### config.mk
export PLATFORM = sky130hd
export DESIGN_NAME = lsu_dtcm_master
export DESIGN_NICKNAME = d
export VERILOG_FILES = /design/src/rtl/lsu_dtcm_master_pkg.sv /design/src/rtl/lsu_load_align.sv /design/src/rtl/lsu_dtcm_master.sv
export SDC_FILE = /design/constraint.sdc
export NUM_CORES = 1
export LEC_CHECK = 0
export CELL_PAD_IN_SITES_DETAIL_PLACEMENT = 0
export CELL_PAD_IN_SITES_GLOBAL_PLACEMENT = 1
export CORE_ASPECT_RATIO = 2
export CORE_UTILIZATION = 35
export DETAILED_ROUTE_END_ITERATION = 6
export PLACE_DENSITY_LB_ADDON = 0.1
export SLEW_MARGIN = 20
export SYNTH_ARGS = -nofsm -noshare
export SYNTH_HDL_FRONTEND = slang
export SYNTH_HIERARCHICAL = 1
export SYNTH_SLANG_ARGS = --single-unit
### constraint.sdc
create_clock -name clk -period 6.5 [get_ports clk]
set_clock_uncertainty 0.15 [all_clocks]
set_input_delay 1.3 -clock clk [delete_from_list [all_inputs] [get_ports clk]]
set_output_delay 1.3 -clock clk [all_outputs]
set_load 0.01 [all_outputs]
### src/rtl/lsu_dtcm_master_pkg.sv
// Shared definitions for the LSU-side DTCM initiator: bus widths, size codes,
// FSM state encodings and the request-decode helpers used at request accept.
package lsu_dtcm_master_pkg;

   localparam int DTCM_ADDR_WIDTH = 16;
   localparam int DTCM_RAM_DW     = 32;
   localparam int DTCM_RAM_MW     = DTCM_RAM_DW / 8;

   typedef enum logic [1:0] {
      LSU_SIZE_B = 2'b00,
      LSU_SIZE_H = 2'b01,
      LSU_SIZE_W = 2'b10,
      LSU_SIZE_X = 2'b11
   } lsu_size_e;

   typedef enum logic [1:0] {
      LSU_ST_IDLE = 2'b00,
      LSU_ST_CMD  = 2'b01,
      LSU_ST_WAIT = 2'b10,
      LSU_ST_RESP = 2'b11
   } lsu_state_e;

   // Legal size and naturally aligned for that size.
   function automatic logic lsu_req_ok(input lsu_size_e size, input logic [1:0] off);
      case (size)
         LSU_SIZE_B: return 1'b1;
         LSU_SIZE_H: return ~off[0];
         LSU_SIZE_W: return (off == 2'b00);
         default:    return 1'b0;
      endcase
   endfunction

   // Byte-lane write enables for a store of the given size at the given offset.
   function automatic logic [DTCM_RAM_MW-1:0] lsu_wmask(input lsu_size_e size, input logic [1:0] off);
      case (size)
         LSU_SIZE_B: return 4'b0001 << off;
         LSU_SIZE_H: return 4'b0011 << off;
         default:    return 4'b1111;
      endcase
   endfunction

   // Replicate the LSB-aligned store data across every lane it could land in,
   // so the mask alone selects the written bytes.
   function automatic logic [DTCM_RAM_DW-1:0] lsu_wdata(input lsu_size_e size, input logic [31:0] wdata);
      case (size)
         LSU_SIZE_B: return {4{wdata[7:0]}};
         LSU_SIZE_H: return {2{wdata[15:0]}};
         default:    return wdata;
      endcase
   endfunction

endpackage

### src/rtl/lsu_load_align.sv
// Load data aligner: picks the addressed byte/half out of the raw DTCM word and
// sign- or zero-extends it to 32 bits. Words pass through unchanged.
module lsu_load_align
   import lsu_dtcm_master_pkg::*;
(
   input  logic [DTCM_RAM_DW-1:0] rdata_i,
   input  logic [1:0]             off_i,
   input  lsu_size_e              size_i,
   input  logic                   unsigned_i,
   output logic [31:0]            result_o
);

   logic [7:0]  byte_sel;
   logic [15:0] half_sel;

   // Lane select and extension.
   always_comb begin
      // NOTE: every output of a combinational block gets a default first, otherwise
      // a path that skips the assignment infers a latch.
      byte_sel = rdata_i[{off_i, 3'b000} +: 8];
      half_sel = rdata_i[{off_i[1], 4'b0000} +: 16];
      result_o = rdata_i;
      case (size_i)
         LSU_SIZE_B: result_o = {{24{~unsigned_i & byte_sel[7]}}, byte_sel};
         LSU_SIZE_H: result_o = {{16{~unsigned_i & half_sel[15]}}, half_sel};
         default:    result_o = rdata_i;
      endcase
   end

endmodule

### src/rtl/lsu_dtcm_master.sv
// LSU-side initiator of the lsu2dtcm cmd/rsp interface. One outstanding access:
// accept from EXU, check alignment, issue one DTCM command, wait for the DTCM
// response, return extended load data or a store ack. Misaligned/illegal
// requests are answered with err=1 and never reach the DTCM.
module lsu_dtcm_master
   import lsu_dtcm_master_pkg::*;
#(
   parameter int ADDR_W = DTCM_ADDR_WIDTH
) (
   input  logic                   clk,
   input  logic                   rst,
   input  logic                   exu2lsu_req_valid,
   output logic                   exu2lsu_req_ready,
   input  logic                   exu2lsu_req_load,
   input  logic [31:0]            exu2lsu_req_addr,
   input  logic [1:0]             exu2lsu_req_size,
   input  logic                   exu2lsu_req_unsigned,
   input  logic [31:0]            exu2lsu_req_wdata,
   output logic                   lsu2exu_rsp_valid,
   input  logic                   lsu2exu_rsp_ready,
   output logic [31:0]            lsu2exu_rsp_rdata,
   output logic                   lsu2exu_rsp_err,
   output logic                   lsu2dtcm_cmd_valid,
   input  logic                   lsu2dtcm_cmd_ready,
   output logic                   lsu2dtcm_cmd_read,
   output logic [ADDR_W-1:0]      lsu2dtcm_cmd_addr,
   output logic [DTCM_RAM_MW-1:0] lsu2dtcm_cmd_wmask,
   output logic [DTCM_RAM_DW-1:0] lsu2dtcm_cmd_wdata,
   input  logic                   lsu2dtcm_rsp_valid,
   output logic                   lsu2dtcm_rsp_ready,
   input  logic [DTCM_RAM_DW-1:0] lsu2dtcm_rsp_rdata
);

   lsu_state_e             state_q;
   logic                   req_ready_q;
   logic                   cmd_valid_q;
   logic                   cmd_read_q;
   logic [ADDR_W-1:0]      cmd_addr_q;
   logic [DTCM_RAM_MW-1:0] cmd_wmask_q;
   logic [DTCM_RAM_DW-1:0] cmd_wdata_q;
   logic                   dtcm_rsp_ready_q;
   logic                   rsp_valid_q;
   logic                   rsp_err_q;
   logic [31:0]            rsp_rdata_q;

   // Request fields the load aligner needs once the DTCM word comes back.
   logic                   load_q;
   logic                   unsigned_q;
   lsu_size_e              size_q;
   logic [1:0]             off_q;

   lsu_size_e              req_size;
   logic                   req_ok;
   logic [31:0]            load_ext;
   logic                   unused_addr_hi;

   assign req_size = lsu_size_e'(exu2lsu_req_size);
   assign req_ok   = lsu_req_ok(req_size, exu2lsu_req_addr[1:0]);

   // Address bits above the DTCM window carry no meaning for this port.
   assign unused_addr_hi = ^exu2lsu_req_addr[31:ADDR_W];

   lsu_load_align u_load_align (
      .rdata_i    (lsu2dtcm_rsp_rdata),
      .off_i      (off_q),
      .size_i     (size_q),
      .unsigned_i (unsigned_q),
      .result_o   (load_ext)
   );

   // Transaction FSM with every interface output registered.
   always_ff @(posedge clk or posedge rst) begin
      if (rst) begin
         state_q          <= LSU_ST_IDLE;
         req_ready_q      <= 1'b1;
         cmd_valid_q      <= 1'b0;
         cmd_read_q       <= 1'b0;
         cmd_addr_q       <= '0;
         cmd_wmask_q      <= '0;
         cmd_wdata_q      <= '0;
         dtcm_rsp_ready_q <= 1'b0;
         rsp_valid_q      <= 1'b0;
         rsp_err_q        <= 1'b0;
         rsp_rdata_q      <= '0;
         load_q           <= 1'b0;
         unsigned_q       <= 1'b0;
         size_q           <= LSU_SIZE_B;
         off_q            <= 2'b00;
      end else begin
         // NOTE: state is updated with non-blocking assignments so every register
         // here sees the pre-edge values, regardless of statement order.
         case (state_q)
            LSU_ST_IDLE: begin
               if (exu2lsu_req_valid) begin
                  req_ready_q <= 1'b0;
                  load_q      <= exu2lsu_req_load;
                  unsigned_q  <= exu2lsu_req_unsigned;
                  size_q      <= req_size;
                  off_q       <= exu2lsu_req_addr[1:0];
                  if (req_ok) begin
                     state_q     <= LSU_ST_CMD;
                     cmd_valid_q <= 1'b1;
                     cmd_read_q  <= exu2lsu_req_load;
                     cmd_addr_q  <= {exu2lsu_req_addr[ADDR_W-1:2], 2'b00};
                     cmd_wmask_q <= exu2lsu_req_load ? '0 : lsu_wmask(req_size, exu2lsu_req_addr[1:0]);
                     cmd_wdata_q <= exu2lsu_req_load ? '0 : lsu_wdata(req_size, exu2lsu_req_wdata);
                  end else begin
                     state_q     <= LSU_ST_RESP;
                     rsp_valid_q <= 1'b1;
                     rsp_err_q   <= 1'b1;
                     rsp_rdata_q <= '0;
                  end
               end
            end
            LSU_ST_CMD: begin
               if (lsu2dtcm_cmd_ready) begin
                  state_q          <= LSU_ST_WAIT;
                  cmd_valid_q      <= 1'b0;
                  dtcm_rsp_ready_q <= 1'b1;
               end
            end
            LSU_ST_WAIT: begin
               if (lsu2dtcm_rsp_valid) begin
                  state_q          <= LSU_ST_RESP;
                  dtcm_rsp_ready_q <= 1'b0;
                  rsp_valid_q      <= 1'b1;
                  rsp_err_q        <= 1'b0;
                  rsp_rdata_q      <= load_q ? load_ext : '0;
               end
            end
            LSU_ST_RESP: begin
               if (lsu2exu_rsp_ready) begin
                  state_q     <= LSU_ST_IDLE;
                  rsp_valid_q <= 1'b0;
                  rsp_err_q   <= 1'b0;
                  rsp_rdata_q <= '0;
                  req_ready_q <= 1'b1;
               end
            end
            default: state_q <= LSU_ST_IDLE;
         endcase
      end
   end

   assign exu2lsu_req_ready  = req_ready_q;
   assign lsu2exu_rsp_valid  = rsp_valid_q;
   assign lsu2exu_rsp_rdata  = rsp_rdata_q;
   assign lsu2exu_rsp_err    = rsp_err_q;
   assign lsu2dtcm_cmd_valid = cmd_valid_q;
   assign lsu2dtcm_cmd_read  = cmd_read_q;
   assign lsu2dtcm_cmd_addr  = cmd_addr_q;
   assign lsu2dtcm_cmd_wmask = cmd_wmask_q;
   assign lsu2dtcm_cmd_wdata = cmd_wdata_q;
   assign lsu2dtcm_rsp_ready = dtcm_rsp_ready_q;

endmodule

==> summary.txt, run 1 <==
Finish
  • # nets final: 742
  • Share of cells above drive strength 1: 11.0%
  • # fillers: 1371
  • ANT cells: 0
  • Area Overhead vs Synth: 42.1%

Worst setup path
  • FF-to-FF path depth: 6
  • R2R Setup Slk: 3.28 ns
  • Worst path max stage delay: 0.82 ns
  • CP startpoint kind: primary input
  • Setup CP Type: primary input to flip-flop
  • CP required: 6.58 ns
  • CP Max Fanout: 34
  • Setup crit end kind: flip-flop
  • R2R Path Start: state_q[0]$_DFFE_PP0P_
  • Crit path buf inv count: 1
  • R2R Path End: lsu2exu_rsp_rdata[30]$_DFFE_PP0P_
  • Top delay family on crit path: compound AO/OA/AOI/OAI gates
  • CP max stage cell: a211o_2
  • Worst EP arrival: 4.08 ns
  • Critical Path, Cell by Cell: clkdlybuf4s50_1 > nor3_1 > o21a_1 > a211o_2 > mux2_1

Detailed routing
  • Via count: 4248
  • Iteration-0 DRC Markers: 176
  • Routed wire per std cell: 19.1 µm
  • DRC violations left: 0
  • Routed WL: 15.8 mm
  • Avg Vias per Cell: 5.13
  • Drt first pass iters: 4
  • Post-DRT Antenna Nets: 0

Global routing
  • First-pass GRT wire length: 24.1 mm
  • Pin count of the biggest net entering global routing: 64
  • Initial antenna violation count: 0
  • Remaining Overflow, GRT: 0
  • All-Layer GR Usage: 21.1%
  • Number of global-route vias before repair: 4393

Synth
  • Prevailing post-synth register cell: dfrtp_1
  • Distinct cells, synth: 46
  • Post-synth EDFFs: 0
  • Avg Inst Size Synth: 10.9 µm²
  • Mapped Area: 5220 µm²
  • Post-Synthesis Cells: 478
  • Asr flop ratio synth: 100%
  • Count leader, synth: dfrtp_1
  • Top post-synthesis cells by count: dfrtp_1, nand2_1, mux2i_1
  • Synth Warn #: 6
  • Post-synthesis sequential area ratio: 46.1%
  • FF+latch count, synth: 96
  • Post-synth top area cell: dfrtp_1
  • Synth top area cells: dfrtp_1, mux2_4, mux2i_1
  • Post-synth top area share: 45.6%

Pwr
  • Psw: 1170 µW
  • Net Sw Frac: 35.7%
  • Pwr dens: 442 nW/µm²
  • Maximum vdd drop: 0.000230 V
  • Power share of the sequential group: 32.6%
  • Pleak: 0.00332 µW
  • Pint: 2110 µW
  • Combinational power share: 48.8%
  • Clock share of power: 18.6%

Floorplan
  • Io pins: 196
  • # rows: 62
  • Starting Density: 36.2%
  • Core Footprint: 14400 µm²
  • Die Ht: 175 µm
  • Die Area: 15400 µm²
  • Die Width: 88.3 µm

Timing
  • Smallest hold slack: 0.331 ns
  • Worst-Margin Slew: 1.07 ns
  • Max Slew Vio Count: 0
  • Period utilization: 61.6%
  • Fmax: 250 MHz
  • Setup_tns: 0 ns
  • Tmin final: 4.01 ns
  • Worst slew margin relative to its limit: 28.7%
  • Final Hold Fails: 0
  • Unrepaired setup endpoints after global routing: no
  • # setup viols final: 0

Worst hold path
  • Min-delay worst type: flip-flop to flip-flop
  • Min-delay src: lsu2dtcm_cmd_wmask[2]$_DFFE_PP0P_
  • Hold endpoint: lsu2dtcm_cmd_wmask[2]$_DFFE_PP0P_
  • Hold Crit Depth: 2

Clocking
  • Depth of the CTS H-tree: 3
  • Post-CTS Setup Bufs: 0
  • CTS Root Cell: clkbuf_16
  • Worst skew pair latency: 0.35 ns
  • Post-CTS Resized: 0
  • Longest Clk Path Bufs: 2
  • CTS tree: built
  • Clk sink count: 96
  • Total CTS buffers: 9
  • # hold bufs at CTS: 0
  • Reg clk slew, reported paths: 0.07 ns

Status
  • Status: completed

Placed design
  • Gpl congestion: 0.788
  • Hpwl dp: 11.6 mm
  • # port buffers: 177

Run
  • Max-Cap Viols: 0
-- power groups by stage --
| stage | clock [µW] | combinational (µW) | sequential [µW] |
|---|---|---|---|
| floorplan | 0 | 921 | 1090 |
| global placement | 0 | 1600 | 1060 |
| detailed placement | 0 | 1620 | 1080 |
| CTS | 625 | 1620 | 1070 |
| global route | 650 | 1730 | 1100 |
| finish | 608 | 1600 | 1070 |
-- cell families after synthesis --
group                    count (synthesis)  synth area share [%]
AO/OA/AOI/OAI                          100                  13.7
adder cells (fa/ha/maj)                  5                  1.20
buffers and inverters                   48                  4.77
flip-flops                              96                  46.1
multiplexers                            93                  21.6
other                                    1                0.0719
AND/OR/NAND/NOR                        135                  12.7
-- metal layers --
metal	vias to the layer above	track usage, %	routed length (µm)
met3	27	3.97	799
met4	0	9.81	499
li1	2016	-	-
met1	2059	21.8	5700
met2	146	39.2	8830
met5	-	0	0
-- metrics by stage --
stage	std cells	instance area (µm²)	worst slack (ns)	util [%]	total power, µW
after floorplan	479	5220	2.55	-	2010
after global placement	812	7070	2.11	49.0	2660
after detailed placement	812	7070	2.09	49.0	2700
after CTS	828	7410	2.46	51.4	3320
after global routing	828	7410	2.28	51.4	3480
final	828	7410	2.49	51.4	3270
-- worst register-to-register path, stage by stage (launching register included) --
cell and delay [ns]:
dfrtp_1 0.41, inv_1 0.14, ha_1 0.86, nand2b_1 0.12
o221ai_1 0.14, a211o_2 0.86, mux2_1 0.41
-- final cells by class --
cell class / count / area (µm²) / share of cell area, %
inverters: 8 / 32.5 / 0.439
flip-flops and latches: 96 / 2400 / 32.4
repair buffers: 181 / 1810 / 24.5
multi-input cells: 335 / 2580 / 34.8
clock buffers: 12 / 267 / 3.59
well taps: 192 / 240 / 3.24
clock inverters: 4 / 75.1 / 1.01
-- worst max path at each step --
stage                             start                                end  cells past startpoint
finish              exu2lsu_req_size[0]  lsu2exu_rsp_rdata[30]$_DFFE_PP0P_                      5
global route        exu2lsu_req_size[0]  lsu2exu_rsp_rdata[31]$_DFFE_PP0P_                      5
CTS                 exu2lsu_req_size[0]  lsu2exu_rsp_rdata[30]$_DFFE_PP0P_                      5
detailed placement  exu2lsu_req_size[0]  lsu2exu_rsp_rdata[30]$_DFFE_PP0P_                      5
global placement    exu2lsu_req_size[0]  lsu2exu_rsp_rdata[31]$_DFFE_PP0P_                      5
floorplan                           rst                 load_q$_DFFE_PP0P_                      1
-- placed cells by master (no fill, tap or decap), types with 10 or more instances in the layout --
cell | Yosys | layout
clkdlybuf4s50_1 | 0 | 177
dfrtp_1 | 95 | 95
nand2_1 | 65 | 65
mux2i_1 | 36 | 36
and3_1 | 32 | 32
mux2_4 | 30 | 30
o31ai_1 | 28 | 28
mux2_1 | 24 | 24
nor2_1 | 17 | 17
o21ai_0 | 17 | 17
a21oi_1 | 12 | 12
o21ai_1 | 10 | 10
nand2b_1 | 10 | 10
-- registers in the layout, summed over array words and instances, names as in the netlist --
name	flops
lsu2exu_rsp_rdata	32
lsu2exu_rsp_err	1
lsu2dtcm_cmd_read	1
state_q	2
lsu2dtcm_cmd_addr	14
lsu2dtcm_cmd_wdata	32
lsu2dtcm_cmd_valid	1
unsigned_q	1
lsu2dtcm_rsp_ready	1
lsu2dtcm_cmd_wmask	4
exu2lsu_req_ready	1
load_q	1
lsu2exu_rsp_valid	1
off_q	2
size_q	2
Note: power is estimated with default switching activity, not from simulation.
==> run 2: changes to the inputs <==
--- a/config.mk
+++ b/config.mk
@@ -8,7 +8,7 @@
 export CELL_PAD_IN_SITES_DETAIL_PLACEMENT = 0
 export CELL_PAD_IN_SITES_GLOBAL_PLACEMENT = 1
 export CORE_ASPECT_RATIO = 2
-export CORE_UTILIZATION = 35
+export CORE_UTILIZATION = 31
 export DETAILED_ROUTE_END_ITERATION = 6
 export PLACE_DENSITY_LB_ADDON = 0.1
 export SLEW_MARGIN = 20
==> constraint.sdc (replaced) <==
create_clock -name clk -period 3.3 [get_ports clk]
set_clock_uncertainty 0.15 [all_clocks]
set_input_delay 0.66 -clock clk [delete_from_list [all_inputs] [get_ports clk]]
set_output_delay 0.66 -clock clk [all_outputs]
set_load 0.01 [all_outputs]
==> run 2 against run 1 <==
  * Critical path depth rose by 2
  * Count of clock-buffer cells in the layout is 1 higher
  * Combinational power increased by 110%
  * Sequential share of layout area down 0.29 points
  * Hold slack barely moved
==> summary.txt, run 2 (synthesized netlist as in run 1, its figures left out) <==
Pwr
  • Pleak: 0.00336 µW
  • Final Power: 6370 µW
  • Pwr dens: 851 nW/µm²
  • Maximum vdd drop: 0.000375 V

Status
  • Status: completed

Timing
  • Period utilization: 81.9%
  • # setup viols final: 0
  • Smallest hold slack: 0.331 ns
  • Setup_tns: 0 ns
  • Max Slew Vio Count: 0
  • Tmin final: 2.70 ns
  • Worst slew margin relative to its limit: 35.3%
  • Final Hold Fails: 0
  • Unrepaired setup endpoints after global routing: no
  • Worst-Margin Slew: 0.968 ns
  • Fmax: 370 MHz

Worst setup path
  • CP startpoint kind: primary input
  • Setup crit end kind: flip-flop
  • CP required: 3.37 ns
  • CP Max Fanout: 34
  • R2R Path Start: state_q[0]$_DFFE_PP0P_
  • R2R Setup Slk: 0.79 ns
  • Critical Path Start: exu2lsu_req_addr[0]
  • Worst EP arrival: 2.78 ns
  • Setup CP Type: primary input to flip-flop

Clocking
  • Total CTS buffers: 9
  • Reg clk slew, reported paths: 0.06 ns
  • CTS tree: built
  • Post-CTS Setup Bufs: 0
  • Longest Clk Path Bufs: 2
  • Depth of the CTS H-tree: 3
  • Worst skew pair latency: 0.35 ns
  • CTS Root Cell: clkbuf_16
  • Post-CTS Resized: 0
  • # hold bufs at CTS: 0
  • Clk sink count: 96

Finish
  • Multi-input gate area: 2580 µm²
  • # fillers: 1583
  • Commonest non-fill, non-tap cell in the layout: clkdlybuf4s50_1
  • # nets final: 755
  • FF/Latch Area: 2400 µm²
  • Commonest non-fill, non-tap cells in the layout: clkdlybuf4s50_1, dfrtp_1, nand2_1
  • Final Core Density: 45.8%
  • Share of cells above drive strength 1: 12.6%
  • Area Overhead vs Synth: 43.4%
  • ANT cells: 0

Floorplan
  • Starting Density: 31.9%
  • Die Area: 17400 µm²
  • Core Footprint: 16400 µm²
  • Die Width: 93.7 µm
  • Io pins: 196
  • Die Ht: 185 µm
  • # rows: 66

Placed design
  • Hpwl dp: 13.0 mm
  • Gpl congestion: 0.821
  • # port buffers: 177

Detailed routing
  • Via count: 4269
  • Avg Vias per Cell: 5.00
  • Iteration-0 DRC Markers: 124
  • Routed WL: 16.8 mm
  • Routed wire per std cell: 19.7 µm
  • DRC violations left: 0
  • Post-DRT Antenna Nets: 0
  • Drt first pass iters: 5

Global routing
  • Pin count of the biggest net entering global routing: 35
  • Remaining Overflow, GRT: 0
  • Initial antenna violation count: 0
  • First-pass GRT wire length: 25.6 mm
  • Number of global-route vias before repair: 4631
  • All-Layer GR Usage: 20.0%

Worst hold path
  • Min-delay src: lsu2dtcm_cmd_wdata[23]$_DFFE_PP0P_
  • Min-delay worst type: flip-flop to flip-flop

Run
  • Max-Cap Viols: 0
run 2: cell count changes in the layout (fill, tap and decap cells not counted):
cell       delta
inv_4         -1
buf_4        +13
clkbuf_1      +1
clkinv_4      +2
bufinv_16     -2
run 2: final timing paths:
kind                                                 endpoint  depth (start not counted)
setup / recovery            lsu2exu_rsp_rdata[31]$_DFFE_PP0P_                          7
hold / removal             lsu2dtcm_cmd_wdata[23]$_DFFE_PP0P_                          2
setup reg to reg            lsu2exu_rsp_rdata[31]$_DFFE_PP0P_                          7
hold reg to reg            lsu2dtcm_cmd_wdata[23]$_DFFE_PP0P_                          2
max in group asynchronous   lsu2exu_rsp_rdata[11]$_DFFE_PP0P_                          3
min in group asynchronous               size_q[1]$_DFFE_PP0P_                          2
run 2: routing by layer:
metal / up-vias / share of wire (%) / track usage [%] / wire (µm)
met2: 138 / 59 / 39.6 / 9900
li1: 2039 / - / - / -
met4: 0 / 2.7 / 8.31 / 462
met1: 2074 / 33 / 19.3 / 5610
met5: - / 0 / 0 / 0
met3: 18 / 5.0 / 4.25 / 849
run 2: through the flow:
stage | cells | setup slack, ns | cell area [µm²]
finish | 853 | 0.597 | 7480
CTS | 853 | 0.624 | 7480
floorplan | 479 | 1.08 | 5230
global route | 853 | 0.413 | 7480
detailed placement | 837 | 0.254 | 7190
global placement | 837 | 0.272 | 7190
run 2: layout make-up:
| class | instances | share of cell area (%) |
|---|---|---|
| flip-flops and latches | 96 | 32.1 |
| clock buffers | 13 | 3.61 |
| multi-input cells | 335 | 34.5 |
| inverters | 8 | 0.452 |
| well taps | 204 | 3.41 |
| repair buffers | 194 | 25.6 |
| clock inverters | 3 | 0.334 |
run 2: power breakdown:
group          internal, µW  leakage [µW]  switching, µW
clock network           577      0.000142            460
logic                  1780       0.00197           1530
registers              1670       0.00124            355
run 2: worst max-delay path: stages:
cell and delay, ns:
clkdlybuf4s50_1 0.53, nor3_1 0.23, buf_4 0.16, o21a_1 0.15
a211o_2 0.11, buf_4 0.51, mux2_1 0.39
==> run 3: changes to the inputs <==
--- a/config.mk
+++ b/config.mk
@@ -8,7 +8,7 @@
 export CELL_PAD_IN_SITES_DETAIL_PLACEMENT = 0
 export CELL_PAD_IN_SITES_GLOBAL_PLACEMENT = 1
 export CORE_ASPECT_RATIO = 2
-export CORE_UTILIZATION = 31
+export CORE_UTILIZATION = 34
 export DETAILED_ROUTE_END_ITERATION = 6
 export PLACE_DENSITY_LB_ADDON = 0.1
 export SLEW_MARGIN = 20
==> constraint.sdc (replaced) <==
create_clock -name clk -period 2.8 [get_ports clk]
set_clock_uncertainty 0.15 [all_clocks]
set_input_delay 0.56 -clock clk [delete_from_list [all_inputs] [get_ports clk]]
set_output_delay 0.56 -clock clk [all_outputs]
set_load 0.01 [all_outputs]
==> run 3 against run 2 <==
  * Final cell count down 0.59%
  * Global-route usage up 0.62 points
  * Utilization up 5.0 points
  * Power up 20%
  * Critical path depth down 2
  * Wire length down 5.7%
  * Register-to-register slack worse by 0.33 ns
  * Sequential share of layout area down 0.36 points
  * Combinational power up 18%
  * Highest routed layer unchanged
==> summary.txt, run 3 (synthesized netlist as in run 1, its figures left out) <==
Clocking
  • Post-CTS Setup Bufs: 0
  • CTS Root Cell: clkbuf_16
  • Reg clk slew, reported paths: 0.07 ns
  • Worst skew pair latency: 0.35 ns
  • Depth of the CTS H-tree: 3
  • Clk sink count: 96
  • Post-CTS Resized: 0
  • Longest Clk Path Bufs: 2
  • # hold bufs at CTS: 0
  • CTS tree: built
  • Total CTS buffers: 9

Worst setup path
  • Setup CP Type: primary input to flip-flop
  • CP startpoint kind: primary input
  • Setup crit end kind: flip-flop
  • CP Max Fanout: 8
  • CP required: 2.90 ns
  • Worst EP arrival: 2.54 ns

Finish
  • Final Cell Area: 7570 µm²
  • Area Overhead vs Synth: 45.0%
  • Final Core Density: 50.8%
  • Commonest non-fill, non-tap cells in the layout: clkdlybuf4s50_1, dfrtp_1, nand2_1
  • ANT cells: 0
  • Non-Filler Instances: 848
  • # fillers: 1332
  • Share of cells above drive strength 1: 13.2%
  • # nets final: 759
  • Commonest non-fill, non-tap cell in the layout: clkdlybuf4s50_1

Placed design
  • Gpl congestion: 0.834
  • Cell Area, Placed: 7240 µm²
  • Hpwl dp: 11.8 mm
  • Pre-CTS setup slack: -0.0287 ns
  • Placed Cells: 832
  • # port buffers: 177

Global routing
  • Pin count of the biggest net entering global routing: 97
  • First-pass GRT wire length: 23.8 mm
  • Remaining Overflow, GRT: 0
  • All-Layer GR Usage: 20.6%
  • Initial antenna violation count: 0
  • Number of global-route vias before repair: 4344

Floorplan
  • Core Footprint: 14900 µm²
  • Die Width: 89.6 µm
  • Die Area: 15900 µm²
  • Starting Density: 35.0%
  • Io pins: 196
  • Die Ht: 177 µm
  • # rows: 63

Timing
  • # setup viols final: 0
  • Worst-Margin Slew: 0.978 ns
  • Unrepaired setup endpoints after global routing: no
  • Final Hold Fails: 0
  • Max Slew Vio Count: 0
  • Tmin final: 2.44 ns
  • Worst slew margin relative to its limit: 34.6%
  • Period utilization: 87.1%
  • Worst setup margin: 0.362 ns
  • Fmax: 410 MHz

Detailed routing
  • Routed WL: 15.9 mm
  • Drt first pass iters: 4
  • Post-DRT Antenna Nets: 0
  • Iteration-0 DRC Markers: 160
  • Avg Vias per Cell: 5.09
  • Routed wire per std cell: 18.7 µm
  • DRC violations left: 0
  • Via count: 4313

Pwr
  • Pleak: 0.00340 µW
  • Pwr dens: 1010 nW/µm²
  • Maximum vdd drop: 0.000430 V
  • Final Power: 7640 µW

Run
  • Max-Cap Viols: 0

Status
  • Status: completed

Worst hold path
  • Min-delay worst type: flip-flop to flip-flop
run 3: changes by cell type in the layout (fill, tap and decap cells not counted), sizes merged:
cell,previous run,this run
clkbuf,13,11
bufinv,0,2
clkinv,2,1
buf,17,21
clkinvlp,2,3
run 3: through the flow:
stage	setup TNS [ns]	hold WS [ns]
floorplan	0	0.306
global placement	-0.00728	0.311
finish	0	0.326
CTS	0	0.331
detailed placement	-0.0895	0.316
global route	0	0.355
run 3: layout make-up:
class | instances | area [µm²] | share of cell area, %
multi-input cells | 335 | 2580 | 34.1
flip-flops and latches | 96 | 2400 | 31.8
repair buffers | 198 | 1980 | 26.2
well taps | 195 | 244 | 3.22
clock buffers | 11 | 243 | 3.21
clock inverters | 5 | 80.1 | 1.06
inverters | 8 | 33.8 | 0.447
run 3: worst paths after layout:
| kind | cells after the start | slack [ns] | endpoint | from |
|---|---|---|---|---|
| min in group asynchronous | 3 | 0.55 | lsu2exu_rsp_rdata[13]$_DFFE_PP0P_ | rst |
| max in group asynchronous | 3 | 1.52 | exu2lsu_req_ready$_DFFE_PP1P_ | rst |
| hold / removal | 2 | 0.33 | lsu2dtcm_cmd_wdata[27]$_DFFE_PP0P_ | lsu2dtcm_cmd_wdata[27]$_DFFE_PP0P_ |
| hold reg to reg | 2 | 0.33 | lsu2dtcm_cmd_wdata[27]$_DFFE_PP0P_ | lsu2dtcm_cmd_wdata[27]$_DFFE_PP0P_ |
| setup / recovery | 5 | 0.36 | lsu2dtcm_cmd_wdata[15]$_DFFE_PP0P_ | exu2lsu_req_size[0] |
| setup reg to reg | 5 | 0.46 | lsu2exu_rsp_rdata[2]$_DFFE_PP0P_ | size_q[1]$_DFFE_PP0P_ |
run 3: power by group:
group / total (µW) / internal, µW / switching [µW] / leakage (µW)
clock network: 1350 / 806 / 547 / 0.000152
registers: 2370 / 1960 / 407 / 0.00124
logic: 3920 / 2150 / 1770 / 0.00201
total: 7640 / 4920 / 2720 / 0.00340
run 3: layer usage:
| metal | track usage, % | wire length, µm | vias up |
|---|---|---|---|
| met5 | 0 | 0 | - |
| met4 | 9.26 | 529 | 0 |
| met3 | 4.48 | 751 | 24 |
| met2 | 38.8 | 8870 | 156 |
| met1 | 20.7 | 5710 | 2081 |
| li1 | - | - | 2052 |
run 3: critical path, stage by stage:
cell             delay [ns]
clkdlybuf4s50_1        0.56
buf_4                  0.23
nor2_1                 0.75
mux2i_1                0.20
o31ai_1                0.23
